<file path="src/rtl/imem_loader_if.sv">
// Handshake and memory-write bundle for imem_loader.
//   master : control/byte source (start, word_count, abort, byte_valid, byte_data)
//            and observer of loader status and memory-write outputs
//   slave  : the loader itself
interface imem_loader_if;
    logic        start;
    logic [15:0] word_count;
    logic        abort;
    logic        byte_valid;
    logic [7:0]  byte_data;
    logic        byte_ready;
    logic        mem_we;
    logic [31:0] mem_addr;
    logic [31:0] mem_wdata;
    logic        core_hold;
    logic        busy;
    logic        done;
    logic        err;

    modport master (
        output start, word_count, abort, byte_valid, byte_data,
        input  byte_ready, mem_we, mem_addr, mem_wdata, core_hold, busy, done, err
    );

    modport slave (
        input  start, word_count, abort, byte_valid, byte_data,
        output byte_ready, mem_we, mem_addr, mem_wdata, core_hold, busy, done, err
    );
endinterface

</file>
<file path="src/rtl/imem_loader.sv">
// imem_loader: receives a program as a byte stream (MSB of each word first),
// packs it into 32-bit words and writes them to instruction memory starting
// at BASE_ADDR, holding the core in reset while loading.
//   clk   : rising-edge clock
//   reset : synchronous active-low reset
//   bus   : imem_loader_if.slave (start/word_count/abort control, byte stream
//           in, mem_we/mem_addr/mem_wdata out, core_hold/busy/done/err status)
module imem_loader #(
    parameter logic [31:0] BASE_ADDR = 32'h0000_0000
) (
    input  logic         clk,
    input  logic         reset,
    imem_loader_if.slave bus
);

    typedef enum logic [1:0] {IDLE, RECV, WRITE, DONE} state_t;

    state_t      state;
    logic [1:0]  byte_idx;
    logic [15:0] remaining;
    logic        we_r;
    logic        ready_r;
    logic        hold_r;
    logic        done_r;
    logic        err_r;
    logic [31:0] addr_r;
    logic [31:0] data_r;   // doubles as the word assembler while in RECV

    always_ff @(posedge clk) begin
        if (!reset) begin
            state     <= IDLE;
            byte_idx  <= 2'd0;
            remaining <= 16'd0;
            we_r      <= 1'b0;
            ready_r   <= 1'b0;
            hold_r    <= 1'b0;
            done_r    <= 1'b0;
            err_r     <= 1'b0;
            addr_r    <= 32'd0;
            data_r    <= 32'd0;
        end else begin
            done_r <= 1'b0;
            case (state)
                IDLE: begin
                    if (bus.start) begin
                        err_r <= 1'b0;
                        if (bus.word_count != 16'd0) begin
                            remaining <= bus.word_count;
                            addr_r    <= BASE_ADDR;
                            byte_idx  <= 2'd0;
                            ready_r   <= 1'b1;
                            hold_r    <= 1'b1;
                            state     <= RECV;
                        end else begin
                            done_r <= 1'b1;
                            state  <= DONE;
                        end
                    end
                end
                RECV: begin
                    if (bus.abort) begin
                        // partial word is simply dropped
                        err_r    <= 1'b1;
                        ready_r  <= 1'b0;
                        hold_r   <= 1'b0;
                        byte_idx <= 2'd0;
                        state    <= IDLE;
                    end else if (bus.byte_valid) begin
                        data_r   <= {data_r[23:0], bus.byte_data};
                        byte_idx <= byte_idx + 2'd1;
                        if (byte_idx == 2'd3) begin
                            ready_r <= 1'b0;
                            we_r    <= 1'b1;
                            state   <= WRITE;
                        end
                    end
                end
                WRITE: begin
                    we_r <= 1'b0;
                    if (bus.abort) begin
                        err_r    <= 1'b1;
                        hold_r   <= 1'b0;
                        byte_idx <= 2'd0;
                        state    <= IDLE;
                    end else begin
                        addr_r    <= addr_r + 32'd4;
                        remaining <= remaining - 16'd1;
                        byte_idx  <= 2'd0;
                        if (remaining == 16'd1) begin
                            hold_r <= 1'b0;
                            done_r <= 1'b1;
                            state  <= DONE;
                        end else begin
                            ready_r <= 1'b1;
                            state   <= RECV;
                        end
                    end
                end
                default: begin
                    state <= IDLE;
                end
            endcase
        end
    end

    // abort must kill a write strobe already presented in the WRITE cycle
    assign bus.mem_we     = we_r & ~bus.abort;
    assign bus.byte_ready = ready_r;
    assign bus.mem_addr   = addr_r;
    assign bus.mem_wdata  = data_r;
    assign bus.core_hold  = hold_r;
    assign bus.busy       = hold_r;
    assign bus.done       = done_r;
    assign bus.err        = err_r;

endmodule

</file>
<file path="src/flat_wrapper.sv">
// flat-port wrapper written by rule: the top's interface ports become plain ports
module imem_loader_flat 
#(
    parameter logic [31:0] BASE_ADDR = 32'h0000_0000
)
  (clk, reset, bus_start, bus_word_count, bus_abort, bus_byte_valid, bus_byte_data, bus_byte_ready, bus_mem_we, bus_mem_addr, bus_mem_wdata, bus_core_hold, bus_busy, bus_done, bus_err);
  imem_loader_if bus_i ();
  input  logic clk;
  input  logic reset;
  input wire logic [$bits(bus_i.start)-1:0] bus_start;
  input wire logic [$bits(bus_i.word_count)-1:0] bus_word_count;
  input wire logic [$bits(bus_i.abort)-1:0] bus_abort;
  input wire logic [$bits(bus_i.byte_valid)-1:0] bus_byte_valid;
  input wire logic [$bits(bus_i.byte_data)-1:0] bus_byte_data;
  output wire logic [$bits(bus_i.byte_ready)-1:0] bus_byte_ready;
  output wire logic [$bits(bus_i.mem_we)-1:0] bus_mem_we;
  output wire logic [$bits(bus_i.mem_addr)-1:0] bus_mem_addr;
  output wire logic [$bits(bus_i.mem_wdata)-1:0] bus_mem_wdata;
  output wire logic [$bits(bus_i.core_hold)-1:0] bus_core_hold;
  output wire logic [$bits(bus_i.busy)-1:0] bus_busy;
  output wire logic [$bits(bus_i.done)-1:0] bus_done;
  output wire logic [$bits(bus_i.err)-1:0] bus_err;
  assign bus_i.start = bus_start;
  assign bus_i.word_count = bus_word_count;
  assign bus_i.abort = bus_abort;
  assign bus_i.byte_valid = bus_byte_valid;
  assign bus_i.byte_data = bus_byte_data;
  assign bus_byte_ready = bus_i.byte_ready;
  assign bus_mem_we = bus_i.mem_we;
  assign bus_mem_addr = bus_i.mem_addr;
  assign bus_mem_wdata = bus_i.mem_wdata;
  assign bus_core_hold = bus_i.core_hold;
  assign bus_busy = bus_i.busy;
  assign bus_done = bus_i.done;
  assign bus_err = bus_i.err;
  imem_loader #(.BASE_ADDR(BASE_ADDR)) u_core (.clk(clk), .reset(reset), .bus(bus_i));
endmodule
</file>
<file path="config.mk">
export PLATFORM = sky130hd
export DESIGN_NAME = imem_loader_flat
export DESIGN_NICKNAME = d
export VERILOG_FILES = /design/src/rtl/imem_loader_if.sv /design/src/rtl/imem_loader.sv /design/src/flat_wrapper.sv
export SDC_FILE = /design/constraint.sdc
export NUM_CORES = 1
export LEC_CHECK = 0
export BUFFER_PORTS_ARGS = -buffer_cell sky130_fd_sc_hd__clkbuf_2
export CAP_MARGIN = 25
export CORE_ASPECT_RATIO = 1.1
export CORE_MARGIN = 3
export CORE_UTILIZATION = 54
export DETAILED_ROUTE_END_ITERATION = 16
export GPL_TIMING_DRIVEN = 0
export PLACE_DENSITY = 0.8
export SYNTH_ARGS = -nofsm -noshare
export SYNTH_HDL_FRONTEND = slang
export SYNTH_SLANG_ARGS = --single-unit
export TNS_END_PERCENT = 1
</file>
<file path="constraint.sdc">
create_clock -name clk -period 3.05 [get_ports clk]
set_clock_uncertainty 0.1 [all_clocks]
set_input_delay 0.305 -clock clk [delete_from_list [all_inputs] [get_ports clk]]
set_output_delay 0.305 -clock clk [all_outputs]
set_load 0.02 [all_outputs]
</file>
# After elaboration in Yosys (flattened, before gate mapping)

Cells that the tools add are included.

Word-level logic and storage cells: 91
Output and inout bits: 70
Bits in registers: 89
Input bits: 29

$add $sub $neg: 3
Equality and inequality tests: 16
Multiplexer cells: 45
Reduce and logical (&&, ||, !) cells: 15
Bitwise logic cells: 2

Operators with widths:

| operator                                              | count |
|---|---|
| 2-to-1 mux 32 bit                                     | 3 |
| case mux 32 bit (2 select lines)                      | 1 |
| 2-to-1 mux 16 bit                                     | 3 |
| adder 32 x 3 -> 32 bit (second input constant)        | 1 |
| case mux 16 bit (2 select lines)                      | 1 |
| 2-to-1 mux 2 bit                                      | 11 |
| 2-to-1 mux 1 bit                                      | 19 |
| equality test 16 x 1 -> 1 bit (second input constant) | 1 |
| nonzero test 16 bit                                   | 1 |
| subtractor 16 x 1 -> 16 bit (second input constant)   | 1 |
| != test 2 bit (second input constant)                 | 6 |
| case mux 2 bit (3 select lines)                       | 2 |
| AND reduction 4 bit                                   | 3 |
| AND reduction 3 bit                                   | 3 |
| AND reduction 7 bit                                   | 1 |
| != test 2 x 1 -> 1 bit (second input constant)        | 3 |
| != test 3 x 2 -> 1 bit (second input constant)        | 2 |
| case mux 1 bit (2 select lines)                       | 3 |
| case mux 1 bit (3 select lines)                       | 2 |
| nonzero test 2 bit                                    | 3 |
| AND reduction 5 bit                                   | 1 |
| equality test 2 bit (second input constant)           | 2 |
| != test 3 bit (second input constant)                 | 1 |
| nonzero test 3 bit                                    | 1 |
| 6 further kinds                                       | 6 |

# Depth between registers and ports, before layout

Word-level depth: 5
Gate-level depth with buffers: 10
Depth with buffers taken out: 7

# Worst setup path before layout

No wires, ideal clock.

Kind: register to register
Start: register u_core.state[0]
End: register u_core.addr_r[23] (netlist: u_core.bus.mem_addr[23])
Clock period less this slack: 2.233 ns
Arrival: 2.062 ns
Stages on the path, launching flop included: 10
Buffers on the path: 2
Data required time: 2.880 ns
Setup slack: 0.817 ns
Library setup time: 0.070 ns
Cells stage by stage: dfxtp_1 > inv_1 > ha_1 > buf_2 > mux2i_1 > nor3b_2 > o2111ai_1 > clkbuf_1 > or3_1 > a21oi_1

Word-level cells in the longest chain between the ends: 3
Elaborated cells between the ends (all ways): 8
Those cells by class: eq/ne (4); mux (1); reduce/logical (3)

Ends and longest elaborated chain:

| what                                                   | RTL line          | text |
|---|---|---|
| start: declaration                                     | imem_loader.sv:18 | `state_t state;` |
| start signal: assignment                               | imem_loader.sv:31 | `state <= IDLE;` |
| start signal: assignment                               | imem_loader.sv:53 | `state <= RECV;` |
| start signal: assignment                               | imem_loader.sv:56 | `state <= DONE;` |
| equality test 2 bit or zero test 2 bit (tied branches) | imem_loader.sv:43 | `case (state)` |
| != test 2 bit (no source line) (tied with other cells) | n/a               |  |
| AND reduction 4 bit (no source line)                   | n/a               |  |
| end signal: assignment                                 | imem_loader.sv:86 | `addr_r <= addr_r + 32'd4;` |
| end: declaration                                       | imem_loader.sv:26 | `logic [31:0] addr_r;` |

Parallel ways exist; a longest one is shown, timed or not.
A chain may end at the register's enable or synchronous reset.

# Worst setup path in the final report

Start: register u_core.state[1]
End: register u_core.addr_r[11] (netlist: u_core.bus.mem_addr[11])

The elaborated chain is that of the path after synthesis.

==> summary.md <==
| Metric | Value |
|---|---|
| Outcome | finished clean |
| Pin count of the biggest net entering global routing | 15 |
| Initial Util | 56.21% |
| Setup TNS Final | 0 ns |
| Synth Cell Area | 0.004224 mm² |
| Num CTS Buffers | 9 |
| Pwr Density | 525.8 mW/mm² |
| Total GRT Usage | 25.49% |
| Worst hold path class | input pin to register |
| R2R depth | 9 |
| Hpwl dp | 8.308 mm |
| Synth Flop Type | dfxtp_1 |
| Library cells used by synthesis | 55 |
| H-tree depth | 3 |
| Vert. Die Dim | 98.76 µm |
| Vias in the first global route | 4,127 |
| Nets | 683 |
| Max-Cap Viols | 0 |
| Sequential cell area | 0.001742 mm² |
| Root buf cell | clkbuf_8 |
| Initial antenna violation count | 0 |
| Multi-input gate area | 0.002298 mm² |
| Hold depth | 3 |
| Type of origin of the critical path | register |
| Reg clk slew, reported paths | 0.09 ns |
| Bufs on Longest Clock Path | 2 |
| Worst-skew pair later-pin latency | 0.35 ns |
| Final Hold Vio Count | 0 |
| Yosys warns | 0 |
| Reg2reg start | u_core.state[1]$_SDFFE_PN0P_ |
| Fin crit share | 90.16% |
| Crit. End Element | register |
| Iteration-0 DRC count of the detailed router | 257 |
| Resized Gates After CTS | 0 |
| Post-layout util | 67.88% |
| Average routed wire per standard cell | 15.10 µm |
| Worst hold start | bus_byte_data[4] |
| CP required | 3.18 ns |
| Worst Path Buf+Inv | 3 |
| Layout cells sized above 1 | 19.97% |
| Overflow after GRT | 0 |
| Largest delay share family, worst path | buffers and inverters |
| Crit-path max FO | 10 |
| Most used cell, CP | nor2_1 |
| DRT Pass-1 Iters | 6 |
| FF-to-FF End | u_core.bus.mem_addr[11]$_SDFFE_PN0P_ |
| Max Clk Rate | 363.7 MHz |
| Maximum vdd drop | 0.3812 mV |
| Clk sinks | 87 |
| Post-DR vias/cell | 5.770 |
| Final Slew Violations | 0 |
| Hold Path End | u_core.bus.mem_wdata[4]$_SDFFE_PN0P_ |
| Register area share after synthesis | 41.23% |
| Leakage power | 1.954 nW |
| Synthesized flop and latch total | 87 |
| Worst path slowest cell | o31ai_2 |
| Syn Inst Count | 538 |
| PortBufs | 96 |
| Die area | 0.008921 mm² |
| # IOs | 99 |
| WL final | 11.42 mm |
| Worst EP arrival | 2.88 ns |
| Crit-path cells | inv_1, ha_1, buf_2, nor4b_2, nand3_1, nor2_1, o31ai_2, clkbuf_1, nor2_1 |
| Post-CTS Setup Inserts | 0 |
| # rows | 33 |
| Setup violations, final | 0 |
| CTS tree | built |
| Width of the die | 90.33 µm |
| Worst slew margin | 43.78% |
| Crit path time final | 2.750 ns |
| Hold Buf Count CTS | 0 |
| Slew @ Worst Pin | 0.8433 ns |
| Flop-to-flop setup slack | 0.30 ns |
| Total of fill cells in the finished design | 660 |
| Slowest Stage Delay on Critical Path | 0.64 ns |
| Core area | 0.007515 mm² |
| Number of synthesized flops with an enable pin | 0 |
| Critical path class | register to register |
| N_diodes | 0 |
| Mapped Avg Cell Area | 7.851 µm² |
| RSZ-0062 raised after global routing | no |
| Vias | 4,362 |
| DRC | 0 |
| First-pass GRT wire length | 19.04 mm |
| Final ANT Viol Nets | 0 |
| Synth-to-layout area growth | 20.76% |
| Placer Congestion | 0.9141 |
| Fraction of registers with async set/reset | 0% |
## sequential cells by signal, summed over array words and instances (netlist names), 2 cells and up
| signal | count |
|---|---|
| u_core.state | 2 |
| u_core.remaining | 16 |
| u_core.bus.mem_wdata | 32 |
| u_core.byte_idx | 2 |
| u_core.bus.mem_addr | 30 |
## cell families after synthesis
kind of cell,after synthesis,synth area share [%]
flip-flops,87,41.23
buffers and inverters,47,4.591
AO/OA/AOI/OAI,145,20.68
adder cells (fa/ha/maj),8,2.370
XOR/XNOR,12,2.488
other,1,0.08878
AND/OR/NAND/NOR,230,26.57
multiplexers,8,1.985
## layout make-up
class / instances / share of cell area, %
Inverter: 14 / 1.030
Buffer: 33 / 2.772
Clock buffer: 11 / 2.968
Timing Repair Buffer: 96 / 9.419
Clock inverter: 5 / 2.036
Multi-Input combinational cell: 405 / 45.06
Sequential cell: 87 / 34.14
Tap cell: 105 / 2.575
## routing by layer
layer  GRT usage (%)  routed length, µm  up-vias
met1           32.61               4910     2043
met5               0                  0        -
met2           42.70               5411      165
met3           5.115                869       23
met4           9.658                227        0
li1                -                  -     2131
## per-stage QoR
stage	cell area, µm²	instances	hold slack, ns	total power, mW	setup WS (ns)
after floorplan	4228	539	0.3398	1.560	0.8175
after global placement	4840	740	0.3418	1.686	0.2982
after detailed placement	4840	740	0.3496	1.692	0.2538
after CTS	5095	756	0.06019	2.676	0.2380
after global routing	5101	756	0.07456	2.792	0.1163
final	5101	756	0.06719	2.682	0.3002
## worst min-delay path: cells and delay by family
kind / cells / cell delay [ns]
compound gates: 1 / 0.05
buf+inv: 1 / 0.08
simple gates: 1 / 0.04
## power breakdown
| group | switching (mW) | total (mW) | internal [mW] |
|---|---|---|---|
| clock | 0.413 | 1.00 | 0.589 |
| combinational | 0.296 | 0.462 | 0.167 |
| sequential | 0.0408 | 1.22 | 1.18 |
## layout by cell type, fill, tap and decap left out, drive strengths merged, types with 7 or more instances in the layout
cell type and count:
clkbuf 129, nand2 104, dfxtp 87, a21oi 70
nor2 29, o21ai 28, or3 16, inv 13
nor2b 13, nand3 13, buf 11, xor2 10
nor4 8, nor3 8, ha 8, nand4 7
or4 7
## synth_stat cells (2+ instances only)
cell | n | area [µm²]
o2111ai_1 | 6 | 52.55
o31a_1 | 2 | 17.52
mux2_2 | 3 | 33.78
nor2b_1 | 13 | 81.33
and2_1 | 4 | 25.02
buf_4 | 3 | 22.52
dfxtp_1 | 87 | 1742
buf_1 | 3 | 11.26
or3_1 | 16 | 100.1
xnor2_1 | 2 | 17.52
and4_1 | 4 | 35.03
o31ai_1 | 5 | 37.54
or4_1 | 7 | 52.55
mux2i_1 | 5 | 50.05
o21ai_0 | 27 | 135.1
nor4b_1 | 2 | 17.52
xor2_1 | 10 | 87.58
nand2b_1 | 3 | 18.77
a21oi_1 | 70 | 350.3
o211ai_1 | 5 | 37.54
nor4_1 | 8 | 50.05
nand2_1 | 104 | 390.4
nor2_1 | 29 | 108.9
clkbuf_1 | 22 | 82.58
a31oi_1 | 5 | 31.28
nand3_1 | 13 | 65.06
and3_1 | 6 | 37.54
o22ai_1 | 5 | 31.28
nand4_1 | 7 | 43.79
nor3_1 | 8 | 40.04
a211oi_1 | 2 | 15.01
ha_1 | 8 | 100.1
o32ai_1 | 6 | 52.55
inv_1 | 13 | 48.80
buf_2 | 5 | 25.02
## worst max path at each step
stage | startpoint | endpoint | slack (ns) | depth (start not counted)
CTS | u_core.state[1]$_SDFFE_PN0P_ | u_core.remaining[10]$_SDFFE_PN0P_ | 0.24 | 10
floorplan | u_core.state[0]$_SDFFE_PN0P_ | u_core.bus.mem_addr[23]$_SDFFE_PN0P_ | 0.82 | 9
global route | u_core.state[0]$_SDFFE_PN0P_ | u_core.bus.mem_addr[14]$_SDFFE_PN0P_ | 0.12 | 9
finish | u_core.state[1]$_SDFFE_PN0P_ | u_core.bus.mem_addr[11]$_SDFFE_PN0P_ | 0.30 | 9
global placement | u_core.state[1]$_SDFFE_PN0P_ | u_core.remaining[10]$_SDFFE_PN0P_ | 0.30 | 10
detailed placement | u_core.state[1]$_SDFFE_PN0P_ | u_core.bus.mem_addr[29]$_SDFFE_PN0P_ | 0.25 | 9
(Power assumes the default switching activity.)
